File: src/rtl/sop_truth_engine_if.sv
// Bus bundle for sop_truth_engine: config write port, evaluation port and scan engine.
// The master drives requests; the slave (the engine) drives responses.
interface sop_truth_engine_if #(
  parameter int NVARS = 4,
  parameter int NFUNC = 2,
  parameter int FSELW = (NFUNC > 1) ? $clog2(NFUNC) : 1
);
  logic             cfg_valid;
  logic             cfg_ready;
  logic [FSELW-1:0] cfg_func;
  logic [NVARS-1:0] cfg_addr;
  logic             cfg_data;

  logic             in_valid;
  logic [NVARS-1:0] in_vars;
  logic             out_valid;
  logic [NFUNC-1:0] out_f;

  logic             scan_start;
  logic [FSELW-1:0] scan_func;
  logic             scan_busy;
  logic             scan_done;
  logic [NVARS:0]   scan_count;
  logic [NVARS-1:0] scan_first;
  logic             scan_none;

  modport master (
    output cfg_valid, cfg_func, cfg_addr, cfg_data,
    output in_valid, in_vars,
    output scan_start, scan_func,
    input  cfg_ready, out_valid, out_f,
    input  scan_busy, scan_done, scan_count, scan_first, scan_none
  );

  modport slave (
    input  cfg_valid, cfg_func, cfg_addr, cfg_data,
    input  in_valid, in_vars,
    input  scan_start, scan_func,
    output cfg_ready, out_valid, out_f,
    output scan_busy, scan_done, scan_count, scan_first, scan_none
  );
endinterface

File: src/rtl/sop_truth_engine.sv
// Programmable sum-of-products engine: NFUNC bit-writable truth tables, registered
// parallel evaluation, and a scan FSM reporting minterm count and lowest minterm.
module sop_truth_engine #(
  parameter int NVARS = 4,
  parameter int NFUNC = 2,
  parameter int FSELW = (NFUNC > 1) ? $clog2(NFUNC) : 1
) (
  input logic               clk,
  input logic               rst,
  sop_truth_engine_if.slave bus
);
  localparam int DEPTH = 1 << NVARS;
  localparam int NROWS = 1 << FSELW;

  // state | meaning
  // IDLE  | waiting for scan_start, config writes accepted
  // SCAN  | walking one table entry per cycle, config writes blocked
  // DONE  | one-cycle result pulse, then back to IDLE
  typedef enum logic [1:0] {IDLE, SCAN, DONE} state_t;

  state_t           state, state_nxt;
  logic [NVARS-1:0] idx, idx_nxt;
  logic [NVARS:0]   cnt, cnt_nxt;
  logic [NVARS-1:0] first, first_nxt;
  logic             found, found_nxt;
  logic [FSELW-1:0] sel, sel_nxt;
  logic             latch_res;

  logic [NVARS:0]   res_count;
  logic [NVARS-1:0] res_first;
  logic             res_none;
  logic             out_valid_q;
  logic [NFUNC-1:0] out_f_q;

  logic             wr_go;
  logic [NFUNC-1:0] eval_bits;
  logic [NROWS-1:0] scan_bits;
  logic             scan_bit;

  assign wr_go = bus.cfg_valid && bus.cfg_ready;

  // Select codes beyond NFUNC map to constant-zero rows, so writes to them vanish
  // and scanning them sees an empty table.
  for (genvar k = 0; k < NROWS; k++) begin : g_row
    if (k < NFUNC) begin : g_live
      logic [DEPTH-1:0] row;
      always_ff @(posedge clk or posedge rst) begin
        if (rst) begin
          row <= '0;
        end else if (wr_go && (bus.cfg_func == FSELW'(k))) begin
          row[bus.cfg_addr] <= bus.cfg_data;
        end
      end
      assign eval_bits[k] = row[bus.in_vars];
      assign scan_bits[k] = row[idx];
    end else begin : g_dead
      assign scan_bits[k] = 1'b0;
    end
  end

  assign scan_bit = scan_bits[sel];

  always_ff @(posedge clk or posedge rst) begin
    if (rst) begin
      out_valid_q <= 1'b0;
      out_f_q     <= '0;
    end else begin
      out_valid_q <= bus.in_valid;
      if (bus.in_valid) begin
        out_f_q <= eval_bits;
      end
    end
  end

  always_ff @(posedge clk or posedge rst) begin
    if (rst) begin
      state     <= IDLE;
      idx       <= '0;
      cnt       <= '0;
      first     <= '0;
      found     <= 1'b0;
      sel       <= '0;
      res_count <= '0;
      res_first <= '0;
      res_none  <= 1'b0;
    end else begin
      state <= state_nxt;
      idx   <= idx_nxt;
      cnt   <= cnt_nxt;
      first <= first_nxt;
      found <= found_nxt;
      sel   <= sel_nxt;
      // Results take the post-last-index values so they are valid during DONE.
      if (latch_res) begin
        res_count <= cnt_nxt;
        res_first <= first_nxt;
        res_none  <= !found_nxt;
      end
    end
  end

  always_comb begin
    state_nxt = state;
    idx_nxt   = idx;
    cnt_nxt   = cnt;
    first_nxt = first;
    found_nxt = found;
    sel_nxt   = sel;
    latch_res = 1'b0;
    case (state)
      IDLE: begin
        if (bus.scan_start) begin
          state_nxt = SCAN;
          sel_nxt   = bus.scan_func;
          idx_nxt   = '0;
          cnt_nxt   = '0;
          first_nxt = '0;
          found_nxt = 1'b0;
        end
      end
      SCAN: begin
        idx_nxt = idx + 1'b1;
        if (scan_bit) begin
          cnt_nxt = cnt + 1'b1;
          if (!found) begin
            first_nxt = idx;
            found_nxt = 1'b1;
          end
        end
        if (&idx) begin
          state_nxt = DONE;
          latch_res = 1'b1;
        end
      end
      DONE: begin
        state_nxt = IDLE;
      end
      default: begin
        state_nxt = IDLE;
      end
    endcase
  end

  assign bus.cfg_ready  = (state != SCAN);
  assign bus.scan_busy  = (state == SCAN);
  assign bus.scan_done  = (state == DONE);
  assign bus.out_valid  = out_valid_q;
  assign bus.out_f      = out_f_q;
  assign bus.scan_count = res_count;
  assign bus.scan_first = res_first;
  assign bus.scan_none  = res_none;

endmodule

File: src/flat_wrapper.sv
// flat-port wrapper written by rule: the top's interface ports become plain ports
module sop_truth_engine_flat 
#(
  parameter int NVARS = 4,
  parameter int NFUNC = 2,
  parameter int FSELW = (NFUNC > 1) ? $clog2(NFUNC) : 1
)
  (clk, rst, bus_cfg_valid, bus_cfg_func, bus_cfg_addr, bus_cfg_data, bus_in_valid, bus_in_vars, bus_scan_start, bus_scan_func, bus_cfg_ready, bus_out_valid, bus_out_f, bus_scan_busy, bus_scan_done, bus_scan_count, bus_scan_first, bus_scan_none);
  sop_truth_engine_if #(.NVARS(NVARS), .NFUNC(NFUNC), .FSELW(FSELW)) bus_i ();
  input logic clk;
  input logic rst;
  input wire logic [$bits(bus_i.cfg_valid)-1:0] bus_cfg_valid;
  input wire logic [$bits(bus_i.cfg_func)-1:0] bus_cfg_func;
  input wire logic [$bits(bus_i.cfg_addr)-1:0] bus_cfg_addr;
  input wire logic [$bits(bus_i.cfg_data)-1:0] bus_cfg_data;
  input wire logic [$bits(bus_i.in_valid)-1:0] bus_in_valid;
  input wire logic [$bits(bus_i.in_vars)-1:0] bus_in_vars;
  input wire logic [$bits(bus_i.scan_start)-1:0] bus_scan_start;
  input wire logic [$bits(bus_i.scan_func)-1:0] bus_scan_func;
  output wire logic [$bits(bus_i.cfg_ready)-1:0] bus_cfg_ready;
  output wire logic [$bits(bus_i.out_valid)-1:0] bus_out_valid;
  output wire logic [$bits(bus_i.out_f)-1:0] bus_out_f;
  output wire logic [$bits(bus_i.scan_busy)-1:0] bus_scan_busy;
  output wire logic [$bits(bus_i.scan_done)-1:0] bus_scan_done;
  output wire logic [$bits(bus_i.scan_count)-1:0] bus_scan_count;
  output wire logic [$bits(bus_i.scan_first)-1:0] bus_scan_first;
  output wire logic [$bits(bus_i.scan_none)-1:0] bus_scan_none;
  assign bus_i.cfg_valid = bus_cfg_valid;
  assign bus_i.cfg_func = bus_cfg_func;
  assign bus_i.cfg_addr = bus_cfg_addr;
  assign bus_i.cfg_data = bus_cfg_data;
  assign bus_i.in_valid = bus_in_valid;
  assign bus_i.in_vars = bus_in_vars;
  assign bus_i.scan_start = bus_scan_start;
  assign bus_i.scan_func = bus_scan_func;
  assign bus_cfg_ready = bus_i.cfg_ready;
  assign bus_out_valid = bus_i.out_valid;
  assign bus_out_f = bus_i.out_f;
  assign bus_scan_busy = bus_i.scan_busy;
  assign bus_scan_done = bus_i.scan_done;
  assign bus_scan_count = bus_i.scan_count;
  assign bus_scan_first = bus_i.scan_first;
  assign bus_scan_none = bus_i.scan_none;
  sop_truth_engine #(.NVARS(NVARS), .NFUNC(NFUNC), .FSELW(FSELW)) u_core (.clk(clk), .rst(rst), .bus(bus_i));
endmodule
File: config.mk
export PLATFORM = sky130hd
export DESIGN_NAME = sop_truth_engine_flat
export DESIGN_NICKNAME = d
export VERILOG_FILES = /design/src/rtl/sop_truth_engine_if.sv /design/src/rtl/sop_truth_engine.sv /design/src/flat_wrapper.sv
export SDC_FILE = /design/constraint.sdc
export NUM_CORES = 1
export LEC_CHECK = 0
export ABC_AREA = 1
export CORE_MARGIN = 1.5
export CORE_UTILIZATION = 50
export DETAILED_ROUTE_END_ITERATION = 7
export GPL_TIMING_DRIVEN = 0
export PLACE_DENSITY = 0.75
export SYNTH_ARGS = -nofsm -noshare
export SYNTH_HDL_FRONTEND = slang
export SYNTH_SLANG_ARGS = --single-unit
File: constraint.sdc
create_clock -name clk -period 2.5 [get_ports clk]
set_input_delay 0.5 -clock clk [delete_from_list [all_inputs] [get_ports clk]]
set_output_delay 0.5 -clock clk [all_outputs]
set_load 0.02 [all_outputs]
==> results of run 1 <==
==> kinds of logic (layout without fill, tap and decap cells) <==
kind of cell,count (synthesis),after routing,synth area share (%)
DFF,62,62,46.8
AOI/OAI and AO/OA,72,72,11.7
buffers and inverters,45,93,6.19
xor gates and xnor gates,1,1,0.264
and+or+nand+nor,273,273,34.3
adders and majority gates,2,2,0.755
==> power by group through the flow <==
| stage | registers [mW] | clock network, mW | logic [mW] |
|---|---|---|---|
| 6_report | 1.66 | 0.893 | 1.95 |
| 5_1_grt | 1.71 | 0.957 | 2.17 |
| 4_1_cts | 1.65 | 0.909 | 1.95 |
| 3_5_place_dp | 1.66 | 0 | 1.94 |
| 3_3_place_gp | 1.65 | 0 | 1.88 |
| 2_1_floorplan | 1.67 | 0 | 1.29 |
==> final cells by class <==
class	count	area (sq um)	share of cell area, %
clock buffers	11	141	3.59
clock inverters	5	58.8	1.49
well taps	77	96.3	2.44
flip-flops and latches	62	1550	39.4
inverters	31	116	2.95
plain buffers	14	88.8	2.25
multi-input cells	348	1560	39.5
repair buffers	32	330	8.38
==> worst paths after layout <==
path | end | cells past startpoint | slack [ns]
setup / recovery | bus_cfg_ready | 3 | 0.21
hold / removal | u_core.bus.scan_count[3]$_DFFE_PP0P_ | 2 | 0.49
setup reg to reg | u_core.bus.scan_first[1]$_DFFE_PP0P_ | 13 | 0.65
hold reg to reg | u_core.bus.scan_count[3]$_DFFE_PP0P_ | 2 | 0.49
max in group asynchronous | u_core.bus.out_f[0]$_DFFE_PP0P_ | 3 | 1.33
min in group asynchronous | u_core.bus.scan_first[0]$_DFFE_PP0P_ | 2 | 0.56
==> per-stage QoR <==
step | setup slack [ns] | utilization (%) | power (mW) | std cells | instance area [sq um]
floorplan | 0.459 | - | 2.96 | 455 | 3320
global placement | -0.577 | 58.3 | 3.53 | 563 | 3720
detailed placement | 0.129 | 58.6 | 3.60 | 564 | 3740
CTS | 0.211 | 61.7 | 4.51 | 580 | 3940
global route | 0.144 | 61.7 | 4.84 | 580 | 3940
finish | 0.214 | 61.7 | 4.50 | 580 | 3940
==> registers in the layout (all words and copies together), names as in the netlist, named ones only <==
signal	count
u_core.bus.out_f	2
u_core.bus.out_valid	1
u_core.bus.scan_count	5
u_core.bus.scan_first	4
u_core.bus.scan_none	1
u_core.cnt	5
u_core.first	4
u_core.g_row.g_live.row	32
u_core.idx	4
u_core.sel	1
u_core.state	2
==> metal layers <==
layer  track usage [%]  share of wire [%]
met4              9.82                1.9
met1              41.4                 49
met3              4.92                6.0
met2              37.2                 43
met5                 0                  0
==> worst max-delay path, stage by stage, from the launching register on <==
cell             delay, ns
dfrtp_1               0.42
nor2_4                0.27
inv_2                 0.18
clkdlybuf4s50_1       0.57
==> placed cells by master, fill, tap and decap left out, types with 6 or more instances in the layout <==
cell type / instances
inv_2: 6
nand2_1: 124
clkbuf_1: 7
dfrtp_1: 62
clkbuf_8: 10
inv_1: 25
o21ai_0: 27
nor2_1: 93
a21oi_1: 33
clkdlybuf4s50_1: 31
nand3_1: 44
==> impl_metrics.toml, run 1 <==
[run_status]
outcome = "completed"

[synthesis]
ys_async_sr_fraction_pct = 100
synth_top_area_share_pct = 46.8
synth_area_per_cell_sq_um = 7.29
synthMostInstantiatedCell = "nand2_1"
yosysTopAreaCell = "dfrtp_1"
synthTopCellsByArea = "dfrtp_1, nand2_1, nor2_1"
syn_area_sq_um = 3320
synth-seq-cells = 62
ys_seq_area_share_pct = 46.8
netlist_instances = 455
synth_cell_type_count = 26
synth-edff-count = 0
yosysWarnings = 0
synth_common_cells = "nand2_1, nor2_1, dfrtp_1, nand3_1, a21oi_1"
synth_nets = 473
synthFlopType = "dfrtp_1"

[clock_tree]
clk-insertion-delay-late_ns = 0.35
clockBufferDepth = 2
htreeDepth = 3
cts_tree = "done"
cts-root-buf = "clkbuf_8"
numCtsBuffers = 9
post-cts-setup-buffers = 0
ctsResizeCount = 0
cts_hold_repair.buffers = 0
cts.clk_slew.worst_paths_ns = 0.07
clock-sinks = 62

[floorplanning]
start_util_pct = 51.9
die_x_microns = 84.4
die-area_sq_um = 7130
ios = 32
core-area_sq_um = 6390
rows = 29
die_h_microns = 84.4

[finish]
drive_gt1_share_pct = 7.95
layout.nets = 516
antenna_cells = 0
syn_to_final_growth_pct = 18.9
n_fill_cell = 579

[hold_path]
hold_start = "u_core.bus.scan_count[3]$_DFFE_PP0P_"
hold_class = "flop to flop"

[timing]
worst_pin_slew_ns = 0.677
rsz0062_at_grt = "false"
fin_setup_tns_ns = 0
final_hold_viol_count = 0
finalClockSkew_ns = 0.00716
whs_ns = 0.488
min_period_ns = 2.29
fmax_ghz = 0.437
setup_violations = 0
fin_crit_sh_pct = 91.4
max_slew_margin_pct = 54.8
drv_slew = 0

[detailed_routing]
detail_route.iter0.violations = 286
first_pass_iters = 5
wirelength_mm = 8.67
viasPerCell = 5.42
ant_nets = 0
routedWlPerCell_microns = 14.9
routed-via-count = 3143
drc = 0

[grt]
grt_util_all_layers_pct = 26.7
grt_start_max_net_pins = 33
grt_pass1_vias = 2911
grt_pass1_wl_mm = 14.7
gr-total-overflow = 0
antenna_found_initial = 0

[setup_path]
timing.critical_path.from = "u_core.state[1]$_DFFE_PP0P_"
crit_type = "flop to output pin"
worstPathMaxFanout = 10
startpoint_type = "flop"
r2r_start = "u_core.idx[0]$_DFFE_PP0P_"
arrival_ns = 1.79
critPathCaptureType = "output pin"
crit_required_ns = 2.00

[placement]
io_buffers = 31
dp_hpwl_mm = 6.33
place.gp.congestion = 0.909

[job]
drv_cap = 0

[pwr]
ir_drop_uv = 722
p_sw_share_pct = 42.3
internal_power_mw = 2.60
powerDensity_nw_per_um2 = 1140
p_clk_share_pct = 19.9
power.leakage_nw = 1.86
seqPwrFrac_pct = 36.9
p_sw_mw = 1.90
pwr-share-comb_pct = 43.3
(Power assumes the default switching activity.)
==> run 2: changes to the inputs <==
Settings changed: TNS_END_PERCENT set to 20.
==> results of run 2 <==
No change in the layout: final DEF, timing and power equal those of run 1.
